===== config.mk =====
export PLATFORM = sky130hd
export DESIGN_NAME = core_ex_mdu_flat
export DESIGN_NICKNAME = d
export VERILOG_FILES = /design/src/rtl/core_ex_mdu_if.sv /design/src/rtl/core_ex_mdu.sv /design/src/flat_wrapper.sv
export SDC_FILE = /design/constraint.sdc
export NUM_CORES = 2
export LEC_CHECK = 0
export ABC_AREA = 1
export CAP_MARGIN = 20
export CORE_MARGIN = 2
export CORE_UTILIZATION = 48
export CTS_BUF_LIST = sky130_fd_sc_hd__clkbuf_16
export DETAILED_ROUTE_END_ITERATION = 7
export PLACE_DENSITY = 0.72
export SLEW_MARGIN = 20
export SYNTH_ARGS = -nofsm -noshare
export SYNTH_HDL_FRONTEND = slang
export SYNTH_SLANG_ARGS = --single-unit
export TNS_END_PERCENT = 100

===== constraint.sdc =====
create_clock -name clk -period 7.19 [get_ports clk]
set_input_delay 1.438 -clock clk [delete_from_list [all_inputs] [get_ports clk]]
set_output_delay 1.438 -clock clk [all_outputs]
set_load 0.005 [all_outputs]

===== src/rtl/core_ex_mdu_if.sv =====
// EX-stage bundle: ID/EX operands and controls, MEM/WB forwarding taps, and EX results.
// master = pipeline side driving the stage, slave = the execute stage itself.
interface core_ex_mdu_if #(
  parameter int DATA_W = 32,
  parameter int SH_W   = 5,
  parameter int REG_AW = 5
);
  logic              in_valid;
  logic              flush;
  logic [4:0]        ex_op;
  logic [1:0]        alusrc;
  logic              shamt_var;
  logic [SH_W-1:0]   shamt;
  logic [15:0]       imm16;
  logic              regdst;
  logic [REG_AW-1:0] id_ex_rs;
  logic [REG_AW-1:0] id_ex_rt;
  logic [REG_AW-1:0] id_ex_rd;
  logic [DATA_W-1:0] alusrc_a;
  logic [DATA_W-1:0] alusrc_b;
  logic              mem_regwrite;
  logic              wb_regwrite;
  logic [REG_AW-1:0] mem_regrd;
  logic [REG_AW-1:0] wb_regrd;
  logic [DATA_W-1:0] mem_reg_data;
  logic [DATA_W-1:0] wb_reg_data;
  logic [DATA_W-1:0] alu_result;
  logic [DATA_W-1:0] data_to_mem;
  logic [REG_AW-1:0] ex_dest_rd;
  logic              zero;
  logic              ex_stall;
  logic [DATA_W-1:0] hi;
  logic [DATA_W-1:0] lo;

  modport master (
    output in_valid, flush, ex_op, alusrc, shamt_var, shamt, imm16, regdst,
           id_ex_rs, id_ex_rt, id_ex_rd, alusrc_a, alusrc_b,
           mem_regwrite, wb_regwrite, mem_regrd, wb_regrd, mem_reg_data, wb_reg_data,
    input  alu_result, data_to_mem, ex_dest_rd, zero, ex_stall, hi, lo
  );

  modport slave (
    input  in_valid, flush, ex_op, alusrc, shamt_var, shamt, imm16, regdst,
           id_ex_rs, id_ex_rt, id_ex_rd, alusrc_a, alusrc_b,
           mem_regwrite, wb_regwrite, mem_regrd, wb_regrd, mem_reg_data, wb_reg_data,
    output alu_result, data_to_mem, ex_dest_rd, zero, ex_stall, hi, lo
  );
endinterface


===== src/rtl/core_ex_mdu.sv =====
// Execute stage: forwarding, ALU, dest select, plus iterative multiply/divide with HI/LO.
// Optional macro CORE_EX_DIV0_FAST_EN: divide-by-zero completes in the issue cycle.
module core_ex_mdu #(
  parameter int DATA_W = 32,
  parameter int SH_W   = 5,
  parameter int REG_AW = 5
) (
  input  logic          clk,
  input  logic          rst,
  core_ex_mdu_if.slave  ex
);
  localparam int MSB = DATA_W - 1;

  localparam logic [4:0] OP_ADD   = 5'd0;
  localparam logic [4:0] OP_SUB   = 5'd1;
  localparam logic [4:0] OP_AND   = 5'd2;
  localparam logic [4:0] OP_OR    = 5'd3;
  localparam logic [4:0] OP_XOR   = 5'd4;
  localparam logic [4:0] OP_NOR   = 5'd5;
  localparam logic [4:0] OP_SLT   = 5'd6;
  localparam logic [4:0] OP_SLTU  = 5'd7;
  localparam logic [4:0] OP_SLL   = 5'd8;
  localparam logic [4:0] OP_SRL   = 5'd9;
  localparam logic [4:0] OP_SRA   = 5'd10;
  localparam logic [4:0] OP_LUI   = 5'd11;
  localparam logic [4:0] OP_MULT  = 5'd12;
  localparam logic [4:0] OP_MULTU = 5'd13;
  localparam logic [4:0] OP_DIV   = 5'd14;
  localparam logic [4:0] OP_DIVU  = 5'd15;
  localparam logic [4:0] OP_MFHI  = 5'd16;
  localparam logic [4:0] OP_MFLO  = 5'd17;
  localparam logic [4:0] OP_MTHI  = 5'd18;
  localparam logic [4:0] OP_MTLO  = 5'd19;

  localparam logic [SH_W-1:0] CNT_ONE  = SH_W'(1);
  localparam logic [SH_W-1:0] CNT_LAST = SH_W'(DATA_W - 1);

  // imm16 handling needs at least 16 datapath bits
  if ((DATA_W < 16) || (SH_W != $clog2(DATA_W)) || ((1 << SH_W) != DATA_W)) begin : g_bad_param
    $error("core_ex_mdu: DATA_W must be a power of two >= 16 and SH_W = log2(DATA_W)");
  end

  typedef enum logic [1:0] {S_IDLE, S_BUSY, S_DONE} state_t;

  state_t            state_q, state_d;
  logic [SH_W-1:0]   cnt_q;
  logic [DATA_W-1:0] acc_q, rq_q, b_q, dvd_q;
  logic              div_q, neg_q, rneg_q, div0_q;
  logic [DATA_W-1:0] hi_q, lo_q;

  logic              fwd_a_mem, fwd_a_wb, fwd_b_mem, fwd_b_wb;
  logic [DATA_W-1:0] src1, src2, opb, alu_res;
  logic [SH_W-1:0]   sh_amt;

  // ---------------- forwarding and operand select ----------------
  assign fwd_a_mem = ex.mem_regwrite && (ex.mem_regrd != '0) && (ex.mem_regrd == ex.id_ex_rs);
  assign fwd_a_wb  = ex.wb_regwrite  && (ex.wb_regrd  != '0) && (ex.wb_regrd  == ex.id_ex_rs);
  assign fwd_b_mem = ex.mem_regwrite && (ex.mem_regrd != '0) && (ex.mem_regrd == ex.id_ex_rt);
  assign fwd_b_wb  = ex.wb_regwrite  && (ex.wb_regrd  != '0) && (ex.wb_regrd  == ex.id_ex_rt);

  always_comb begin
    src1 = ex.alusrc_a;
    if (fwd_a_mem)     src1 = ex.mem_reg_data;
    else if (fwd_a_wb) src1 = ex.wb_reg_data;
    src2 = ex.alusrc_b;
    if (fwd_b_mem)     src2 = ex.mem_reg_data;
    else if (fwd_b_wb) src2 = ex.wb_reg_data;
  end

  always_comb begin
    case (ex.alusrc)
      2'd1:    opb = {{(DATA_W-16){ex.imm16[15]}}, ex.imm16};
      2'd2:    opb = {{(DATA_W-16){1'b0}}, ex.imm16};
      default: opb = src2;
    endcase
  end

  assign sh_amt = ex.shamt_var ? src1[SH_W-1:0] : ex.shamt;

  // ---------------- ALU ----------------
  always_comb begin
    alu_res = '0;
    case (ex.ex_op)
      OP_ADD:  alu_res = src1 + opb;
      OP_SUB:  alu_res = src1 - opb;
      OP_AND:  alu_res = src1 & opb;
      OP_OR:   alu_res = src1 | opb;
      OP_XOR:  alu_res = src1 ^ opb;
      OP_NOR:  alu_res = ~(src1 | opb);
      OP_SLT:  alu_res = {{(DATA_W-1){1'b0}}, ($signed(src1) < $signed(opb))};
      OP_SLTU: alu_res = {{(DATA_W-1){1'b0}}, (src1 < opb)};
      OP_SLL:  alu_res = opb << sh_amt;
      OP_SRL:  alu_res = opb >> sh_amt;
      OP_SRA:  alu_res = $unsigned($signed(opb) >>> sh_amt);
      OP_LUI:  alu_res = {ex.imm16, {(DATA_W-16){1'b0}}};
      OP_MFHI: alu_res = hi_q;
      OP_MFLO: alu_res = lo_q;
      default: alu_res = '0;
    endcase
  end

  assign ex.alu_result  = alu_res;
  assign ex.zero        = (ex.ex_op == OP_SUB) && (alu_res == '0);
  assign ex.data_to_mem = src2;
  assign ex.ex_dest_rd  = ex.regdst ? ex.id_ex_rd : ex.id_ex_rt;
  assign ex.hi          = hi_q;
  assign ex.lo          = lo_q;

  // ---------------- MDU issue decode ----------------
  logic              is_mdu, op_signed, op_div, issue, div0_now;
  logic [DATA_W-1:0] mag_a, mag_b;

  assign is_mdu    = (ex.ex_op >= OP_MULT) && (ex.ex_op <= OP_DIVU);
  assign op_signed = (ex.ex_op == OP_MULT) || (ex.ex_op == OP_DIV);
  assign op_div    = (ex.ex_op == OP_DIV)  || (ex.ex_op == OP_DIVU);
  assign issue     = (state_q == S_IDLE) && ex.in_valid && !ex.flush && is_mdu;
  assign div0_now  = op_div && (opb == '0);
  assign mag_a     = (op_signed && src1[MSB]) ? -src1 : src1;
  assign mag_b     = (op_signed && opb[MSB])  ? -opb  : opb;

  // ---------------- MDU control FSM ----------------
  logic finish, ex_stall;
`ifdef CORE_EX_DIV0_FAST_EN
  logic fast_div0;
`endif

  always_comb begin
    state_d  = state_q;
    ex_stall = 1'b0;
    finish   = 1'b0;
`ifdef CORE_EX_DIV0_FAST_EN
    fast_div0 = 1'b0;
`endif
    case (state_q)
      S_IDLE: begin
        if (issue) begin
          ex_stall = 1'b1;
          state_d  = S_BUSY;
`ifdef CORE_EX_DIV0_FAST_EN
          if (div0_now) begin
            state_d   = S_DONE;
            fast_div0 = 1'b1;
          end
`endif
        end
      end
      S_BUSY: begin
        ex_stall = 1'b1;
        if (ex.flush) begin
          state_d = S_IDLE;
        end else if (cnt_q == CNT_LAST) begin
          state_d = S_DONE;
          finish  = 1'b1;
        end
      end
      S_DONE:  state_d = S_IDLE;
      default: state_d = S_IDLE;
    endcase
  end

  assign ex.ex_stall = ex_stall;

  always_ff @(posedge clk or posedge rst) begin
    if (rst) state_q <= S_IDLE;
    else     state_q <= state_d;
  end

  // ---------------- MDU datapath: one radix-2 step per BUSY cycle ----------------
  // Multiply: acc:rq is the shifting partial product, rq starts as the multiplier.
  // Divide: acc is the partial remainder, rq shifts the dividend out and the quotient in.
  logic [DATA_W:0]     mul_sum, div_shift, div_trial;
  logic [DATA_W-1:0]   step_acc, step_rq, quot_fix, rem_fix;
  logic [2*DATA_W-1:0] prod_raw, prod_fix;

  always_comb begin
    mul_sum   = {1'b0, acc_q} + (rq_q[0] ? {1'b0, b_q} : '0);
    div_shift = {acc_q, rq_q[MSB]};
    div_trial = div_shift - {1'b0, b_q};
    if (!div_q) begin
      step_acc = mul_sum[DATA_W:1];
      step_rq  = {mul_sum[0], rq_q[MSB:1]};
    end else if (!div_trial[DATA_W]) begin
      step_acc = div_trial[DATA_W-1:0];
      step_rq  = {rq_q[MSB-1:0], 1'b1};
    end else begin
      step_acc = div_shift[DATA_W-1:0];
      step_rq  = {rq_q[MSB-1:0], 1'b0};
    end
    prod_raw = {step_acc, step_rq};
    prod_fix = neg_q  ? -prod_raw : prod_raw;
    quot_fix = neg_q  ? -step_rq  : step_rq;
    rem_fix  = rneg_q ? -step_acc : step_acc;
  end

  always_ff @(posedge clk or posedge rst) begin
    if (rst) begin
      cnt_q  <= '0;
      acc_q  <= '0;
      rq_q   <= '0;
      b_q    <= '0;
      dvd_q  <= '0;
      div_q  <= 1'b0;
      neg_q  <= 1'b0;
      rneg_q <= 1'b0;
      div0_q <= 1'b0;
      hi_q   <= '0;
      lo_q   <= '0;
    end else begin
      if (issue) begin
        cnt_q  <= '0;
        acc_q  <= '0;
        rq_q   <= mag_a;
        b_q    <= mag_b;
        dvd_q  <= src1;
        div_q  <= op_div;
        neg_q  <= op_signed && (src1[MSB] ^ opb[MSB]);
        rneg_q <= op_signed && src1[MSB];
        div0_q <= div0_now;
      end else if (state_q == S_BUSY) begin
        cnt_q <= cnt_q + CNT_ONE;
        acc_q <= step_acc;
        rq_q  <= step_rq;
      end

      if (finish) begin
        if (div_q && div0_q) begin
          hi_q <= dvd_q;
          lo_q <= '1;
        end else if (div_q) begin
          hi_q <= rem_fix;
          lo_q <= quot_fix;
        end else begin
          {hi_q, lo_q} <= prod_fix;
        end
`ifdef CORE_EX_DIV0_FAST_EN
      end else if (fast_div0) begin
        hi_q <= src1;
        lo_q <= '1;
`endif
      end else if (ex.in_valid && !ex_stall && !ex.flush) begin
        if (ex.ex_op == OP_MTHI) hi_q <= src1;
        if (ex.ex_op == OP_MTLO) lo_q <= src1;
      end
    end
  end
endmodule

===== src/flat_wrapper.sv =====
// flat-port wrapper written by rule: the top's interface ports become plain ports
module core_ex_mdu_flat 
#(
  parameter int DATA_W = 32,
  parameter int SH_W   = 5,
  parameter int REG_AW = 5
)
  (clk, rst, ex_in_valid, ex_flush, ex_ex_op, ex_alusrc, ex_shamt_var, ex_shamt, ex_imm16, ex_regdst, ex_id_ex_rs, ex_id_ex_rt, ex_id_ex_rd, ex_alusrc_a, ex_alusrc_b, ex_mem_regwrite, ex_wb_regwrite, ex_mem_regrd, ex_wb_regrd, ex_mem_reg_data, ex_wb_reg_data, ex_alu_result, ex_data_to_mem, ex_ex_dest_rd, ex_zero, ex_ex_stall, ex_hi, ex_lo);
  core_ex_mdu_if #(.DATA_W(DATA_W), .SH_W(SH_W), .REG_AW(REG_AW)) ex_i ();
  input  logic clk;
  input  logic rst;
  input wire logic [$bits(ex_i.in_valid)-1:0] ex_in_valid;
  input wire logic [$bits(ex_i.flush)-1:0] ex_flush;
  input wire logic [$bits(ex_i.ex_op)-1:0] ex_ex_op;
  input wire logic [$bits(ex_i.alusrc)-1:0] ex_alusrc;
  input wire logic [$bits(ex_i.shamt_var)-1:0] ex_shamt_var;
  input wire logic [$bits(ex_i.shamt)-1:0] ex_shamt;
  input wire logic [$bits(ex_i.imm16)-1:0] ex_imm16;
  input wire logic [$bits(ex_i.regdst)-1:0] ex_regdst;
  input wire logic [$bits(ex_i.id_ex_rs)-1:0] ex_id_ex_rs;
  input wire logic [$bits(ex_i.id_ex_rt)-1:0] ex_id_ex_rt;
  input wire logic [$bits(ex_i.id_ex_rd)-1:0] ex_id_ex_rd;
  input wire logic [$bits(ex_i.alusrc_a)-1:0] ex_alusrc_a;
  input wire logic [$bits(ex_i.alusrc_b)-1:0] ex_alusrc_b;
  input wire logic [$bits(ex_i.mem_regwrite)-1:0] ex_mem_regwrite;
  input wire logic [$bits(ex_i.wb_regwrite)-1:0] ex_wb_regwrite;
  input wire logic [$bits(ex_i.mem_regrd)-1:0] ex_mem_regrd;
  input wire logic [$bits(ex_i.wb_regrd)-1:0] ex_wb_regrd;
  input wire logic [$bits(ex_i.mem_reg_data)-1:0] ex_mem_reg_data;
  input wire logic [$bits(ex_i.wb_reg_data)-1:0] ex_wb_reg_data;
  output wire logic [$bits(ex_i.alu_result)-1:0] ex_alu_result;
  output wire logic [$bits(ex_i.data_to_mem)-1:0] ex_data_to_mem;
  output wire logic [$bits(ex_i.ex_dest_rd)-1:0] ex_ex_dest_rd;
  output wire logic [$bits(ex_i.zero)-1:0] ex_zero;
  output wire logic [$bits(ex_i.ex_stall)-1:0] ex_ex_stall;
  output wire logic [$bits(ex_i.hi)-1:0] ex_hi;
  output wire logic [$bits(ex_i.lo)-1:0] ex_lo;
  assign ex_i.in_valid = ex_in_valid;
  assign ex_i.flush = ex_flush;
  assign ex_i.ex_op = ex_ex_op;
  assign ex_i.alusrc = ex_alusrc;
  assign ex_i.shamt_var = ex_shamt_var;
  assign ex_i.shamt = ex_shamt;
  assign ex_i.imm16 = ex_imm16;
  assign ex_i.regdst = ex_regdst;
  assign ex_i.id_ex_rs = ex_id_ex_rs;
  assign ex_i.id_ex_rt = ex_id_ex_rt;
  assign ex_i.id_ex_rd = ex_id_ex_rd;
  assign ex_i.alusrc_a = ex_alusrc_a;
  assign ex_i.alusrc_b = ex_alusrc_b;
  assign ex_i.mem_regwrite = ex_mem_regwrite;
  assign ex_i.wb_regwrite = ex_wb_regwrite;
  assign ex_i.mem_regrd = ex_mem_regrd;
  assign ex_i.wb_regrd = ex_wb_regrd;
  assign ex_i.mem_reg_data = ex_mem_reg_data;
  assign ex_i.wb_reg_data = ex_wb_reg_data;
  assign ex_alu_result = ex_i.alu_result;
  assign ex_data_to_mem = ex_i.data_to_mem;
  assign ex_ex_dest_rd = ex_i.ex_dest_rd;
  assign ex_zero = ex_i.zero;
  assign ex_ex_stall = ex_i.ex_stall;
  assign ex_hi = ex_i.hi;
  assign ex_lo = ex_i.lo;
  core_ex_mdu #(.DATA_W(DATA_W), .SH_W(SH_W), .REG_AW(REG_AW)) u_core (.clk(clk), .rst(rst), .ex(ex_i));
endmodule

After elaboration in Yosys (flattened, before gate mapping)
Index checks and enable logic that the tools add are counted.

Add/subtract/negate cells: 10. $lt $le $gt $ge: 4. Eq/ne operators: 28. Shift-type cells: 3. Muxes and demuxes: 43. Bitwise operators: 5. Reduce and logical (&&, ||, !) cells: 35.

Operators with widths (count): 2-to-1 mux 32 bit (26); one-hot mux 32 bit (14 select lines) (1); negator 32 bit (4); logical NOT 32 bit (2); less-than comparator 32 bit (2); 2-to-1 mux 64 bit (1); negator 64 bit (1); one-hot mux 32 bit (2 select lines) (1); == test 5 x 4 -> 1 bit (second input constant) (7); adder 32 x 33 -> 33 bit (1); subtractor 33 x 32 -> 33 bit (1); adder 32 bit (1); AND 32 bit (1); inverter 32 bit (1); bitwise OR 32 bit (1); left shift 32 x 5 -> 32 bit (1); >> shifter 32 x 5 -> 32 bit (1); >>> shifter 32 x 5 -> 32 bit (1); subtractor 32 bit (1); bitwise XOR 32 bit (1); == test 5 bit (second input constant) (5); == test 5 x 3 -> 1 bit (second input constant) (4); == test 5 bit (4); 2-to-1 mux 5 bit (4); other kinds (22) (55).

Register bits after elaboration: 203. Input port bits: 189. Output and inout bits: 135.

Logic depth before layout (Yosys ltp)
Word-level depth: 11. Gate-level depth with buffers: 40. Gate-level depth less buffers: 40.

Least setup slack after synthesis
No wires, ideal clock.

Kind: input -> output. Start: in ex_alusrc[0]. End: out ex_zero. Arrival: 5.173 ns. Path slack: 0.579 ns. Cell stages on the path: 28. Buffers on the path: 3. Cell sequence: inv_1 -> ha_1 -> buf_2 -> inv_1 -> nand3_1 -> buf_2 -> nand2_1 -> inv_1 -> ha_1 -> clkbuf_1 -> nor2_1 -> inv_1 -> nor4_1 -> nand3_1 -> nand3_1 -> nand2_1 -> o211ai_1 -> nand2_1 -> inv_1 -> nor2_1 -> o21ai_0 -> xor2_1 -> nor3_1 -> nor3_1 -> nand2_1 -> nor2_1 -> nand2_1 -> nor2_1.

Word-level cells in the longest chain between the ends: 7. Elaborated cells between the ends (all ways): 17. Those cells by class: add/sub: 2; order compare: 2; eq/ne: 2; shift: 3; mux: 2; bitwise: 4; reduce/logical: 2.

RTL lines: from (decl) (line flat_wrapper.sv:15) `input wire logic [$bits(ex_i.alusrc)-1:0] ex_alusrc;`; == test 2 bit / == test 2 x 1 -> 1 bit (equally long branches) (line core_ex_mdu.sv:71) `case (ex.alusrc)`; one-hot mux 32 bit (2 select lines) (*) (line core_ex_mdu.sv:71); parallel branches: the longest is 2 deep, another holds subtractor 32 bit; one-hot mux 32 bit (14 select lines) (*) (line core_ex_mdu.sv:83) `case (ex.ex_op)`; named net ex_alu_result[0] (line flat_wrapper.sv:31) `output wire logic [$bits(ex_i.alu_result)-1:0] ex_alu_result;`; logical NOT 32 bit (*) (line core_ex_mdu.sv:103) `assign ex.zero = (ex.ex_op == OP_SUB) && (alu_res == '0);`; logical AND 1 bit (*) (line core_ex_mdu.sv:103); to (decl) (line flat_wrapper.sv:34) `output wire logic [$bits(ex_i.zero)-1:0] ex_zero;`.

Mark *: on every way through the listed nets, which the timed path passes.

Final worst setup path
Start: in ex_id_ex_rt[4]. End: out ex_zero.

Word-level cells in the longest chain between the ends: 10. Elaborated cells between the ends (all ways): 21. Those cells by class: add/sub: 2; order compare: 2; eq/ne: 2; shift: 3; mux: 4; bitwise: 4; reduce/logical: 4.

RTL lines: from (decl) (line flat_wrapper.sv:21) `input wire logic [$bits(ex_i.id_ex_rt)-1:0] ex_id_ex_rt;`; == test 5 bit (line core_ex_mdu.sv:59) `assign fwd_b_wb = ex.wb_regwrite && (ex.wb_regrd != '0) && (ex.wb_regrd == ex.id_ex_rt);`; logical AND 1 bit (line core_ex_mdu.sv:59); 2-to-1 mux 32 bit (line core_ex_mdu.sv:67) `else if (fwd_b_wb) src2 = ex.wb_reg_data;`; 2-to-1 mux 32 bit (*) (line core_ex_mdu.sv:66) `if (fwd_b_mem) src2 = ex.mem_reg_data;`; one-hot mux 32 bit (2 select lines) (*) (line core_ex_mdu.sv:71); parallel branches: the longest is 2 deep, another holds subtractor 32 bit; one-hot mux 32 bit (14 select lines) (*) (line core_ex_mdu.sv:83); logical NOT 32 bit (*) (line core_ex_mdu.sv:103); logical AND 1 bit (*) (line core_ex_mdu.sv:103).

Every way passes the cells marked *.

==> metrics.yaml <==
failed_checks: "design-rule violations, max-capacitance violations, max-slew violations, negative setup slack"
cts_root_buf: "clkbuf_16"
worstSetupPathType: "input port to primary output"
synth.avg_cell_area_um2: 5.830
antenna_found_initial: 13
holdBufCountCts: 0
setup_slack_ps: -161.2
min_period_over_period_pct: 102.2
portBuffers: 323
fmax_ghz: 0.1360
die_w_um: 254.1
clkPwrFrac_pct: 11.5
run_status: "finished, violations left"
cts_buffers: 24
overflow: 0
end_kind: "primary output"
wl_per_cell_um: 25.07
ant_nets: 0
synth_edf_count: 0
drt_iter0_markers: 6648
pin_count: 324
place_inst: 6870
cts_sinks: 203
fin_nets: 6487
vias: 43077
netlist_area_um2: 30020
area_growth_pct: 40.65
worst_pin_slew_ps: 1817
max-slew-margin-rel_pct: -22.38
grt_pass1_wl_um: 251300
slew_viol_final: 2
async_flop_share_pct: 100.0
die_h_um: 254.1
clk_path_buf_depth: 3
final_layout_size_suffix_gt1_share_pct: 22.21
ys_seq_area_share_pct: 16.92
rows: 91
switching_power_w: 0.006406
clkTransAtPathRegs_ps: 70
drc_errors: 17
htreeDepth: 1
utilization_pct: 68.41
viasPerCell: 6.171
placed_area_um2: 39370
yosys_warnings: 0
whs_ps: 491.2
synth_cell_type_count: 71
period_minus_slack_ps: 7351
cap_violations: 1
firstDrtPassIters: 8
wl_um: 175000
gp_congestion: 1.138
syn_nets: 5516
final_cell_mix: "nand2_1, buf_4, nand3_1"
grt_start_max_net_pins: 79
setup_viol: 4
initial_utilization_pct: 48.64
netlist_instances: 5148
switching_share_pct: 55.56
dpl.hpwl_um: 140000
grt_use_total_pct: 52.60
power.leakage_nw: 20.90
clk_latency_ps: 570
seq_power_share_pct: 15.7
instances_no_fill: 6981
share_comb_of_total_power_pct: 72.8
cts_tree: "yes"
hold_path.class: "flip-flop to flip-flop"
worstPathArrival_ps: 5910
grt_pass1_vias: 40415
clock_skew_ps: 18.78
final_cell_area_um2: 42220
synthFlopType: "dfrtp_1"
final_common_cell: "nand2_1"
peakVddDrop_mv: 0.1927
p_int_w: 0.005125
p_per_area_nw_per_um2: 273.1
startpoint_type: "input port"
critPathRequiredTime_ps: 5750
hold_viol: 0
rsz0062_at_grt: "true"
design.core.area_um2: 61710
cp_max_fo: 17
die_area_um2: 64550
synth_seq_cells: 203
## critical path, cell delays in order
cell and delay (ps):
dlygate4sd2_1 290, xor2_1 160, nor2_1 160, nand3_2 160
buf_6 180, buf_4 200, or2_2 300, nand3_1 170
nand2_2 260, inv_2 230, ha_1 270, inv_1 150
o21ai_0 110, a2111oi_1 600, nand2_2 230, a21oi_2 200
nand3_4 110, nor2_4 170, nand3_2 80, nor2_2 80
nand2_1 60, nor2_2 120, buf_2 130
## cell families after synthesis
kind of cell               count (synthesis)  share of synthesized area (%)
DFF                                      203                          16.92
muxes                                      3                         0.1125
buffers and inverters                    870                          11.86
AOI/OAI and AO/OA                       1074                          20.96
adders and majority gates                179                          7.562
and+or+nand+nor                         2733                          40.08
xor gates and xnor gates                  86                          2.509
## cell type report
cell class,count,area (um2)
antenna,7,17.52
clock buffer,24,600.6
clock inverter,20,224.0
fill,5666,19490
inverter,641,2432
multi-input combinational,4076,22800
sequential,203,5081
tap,837,1047
timing repair buffer,1173,10020
## power by group through the flow
| stage | sequential, W | clock, W | combinational [W] |
|---|---|---|---|
| detailed placement | 0.00179 | 0 | 0.00765 |
| finish | 0.00181 | 0.00132 | 0.00839 |
| CTS | 0.00178 | 0.00131 | 0.00785 |
| global placement | 0.00178 | 0 | 0.00759 |
| floorplan | 0.00165 | 0 | 0.00464 |
| global route | 0.00183 | 0.00135 | 0.00894 |
## worst paths after layout
check | startpoint | endpoint | slack [ps] | depth (start not counted)
max | ex_id_ex_rt[4] | ex_zero | -160 | 23
min | u_core.dvd_q[1] | u_core.dvd_q[1] | 490 | 2
max reg2reg | u_core.rq_q[31] | u_core.ex.hi[2] | 1310 | 32
min in group asynchronous | rst | u_core.rneg_q | 1310 | 2
max in group asynchronous | rst | u_core.ex.lo[3] | 4510 | 3
min reg2reg | u_core.dvd_q[1] | u_core.dvd_q[1] | 490 | 2
## what timing repair did
item	CTS	global route
endpoints found under the setup margin	30	30
pin swaps	69	103
gates cloned	4	0
buffers inserted	28	26
gates resized for setup	251	208
## layer usage
metal | vias up | routed length, um | track usage, %
met2 | 3367 | 69130 | 76.00
met3 | 1022 | 26320 | 21.72
met4 | 14 | 20130 | 46.55
met5 | - | 180 | 1.236
li1 | 19153 | - | -
met1 | 19521 | 59220 | 59.22
## synth_stat cells, types with 12 or more instances
cell type	number	area (um2)
or2_2	19	118.9
and2_1	20	125.1
dfrtp_1	203	5080
o31ai_1	15	112.6
a2111oi_0	18	157.7
nand2_1	1326	4977
a221oi_1	13	113.9
nand2_2	42	262.8
nand3_1	664	3323
inv_1	596	2237
xor2_1	50	437.9
a31oi_1	26	162.7
ha_1	175	2190
buf_6	22	247.7
nand3b_1	22	165.2
xnor2_1	36	315.3
buf_1	14	52.55
a21o_1	12	90.09
o211ai_1	94	705.7
o22ai_1	52	325.3
nor2_1	463	1738
o2111ai_1	12	105.1
nor2_2	21	131.4
inv_2	38	142.6
o21ai_1	52	260.3
nand4_1	39	244.0
buf_2	61	305.3
a21oi_1	299	1496
clkbuf_1	119	446.7
o21ai_0	386	1932
nor3_1	48	240.2
nand3_2	23	230.2
o221ai_1	19	166.4
buf_4	13	97.59
## per-stage QoR
step	power [W]	setup TNS (ps)	setup slack, ps
after floorplan	0.006297	0	212.9
after global placement	0.009374	-9598	-1076
after detailed placement	0.009441	-10170	-1079
after CTS	0.01093	-126.7	-62.99
after global routing	0.01211	-1484	-293.8
final	0.01153	-323.7	-161.2
## flip-flops by register name, summed over array words and instances, names as in the netlist, 2 cells and up
name            cells
u_core.cnt_q        5
u_core.rq_q        32
u_core.ex.hi       32
u_core.dvd_q       32
u_core.state_q      2
u_core.b_q         32
u_core.ex.lo       32
u_core.acc_q       32
No activity file was read; power rests on OpenSTA's default activity.
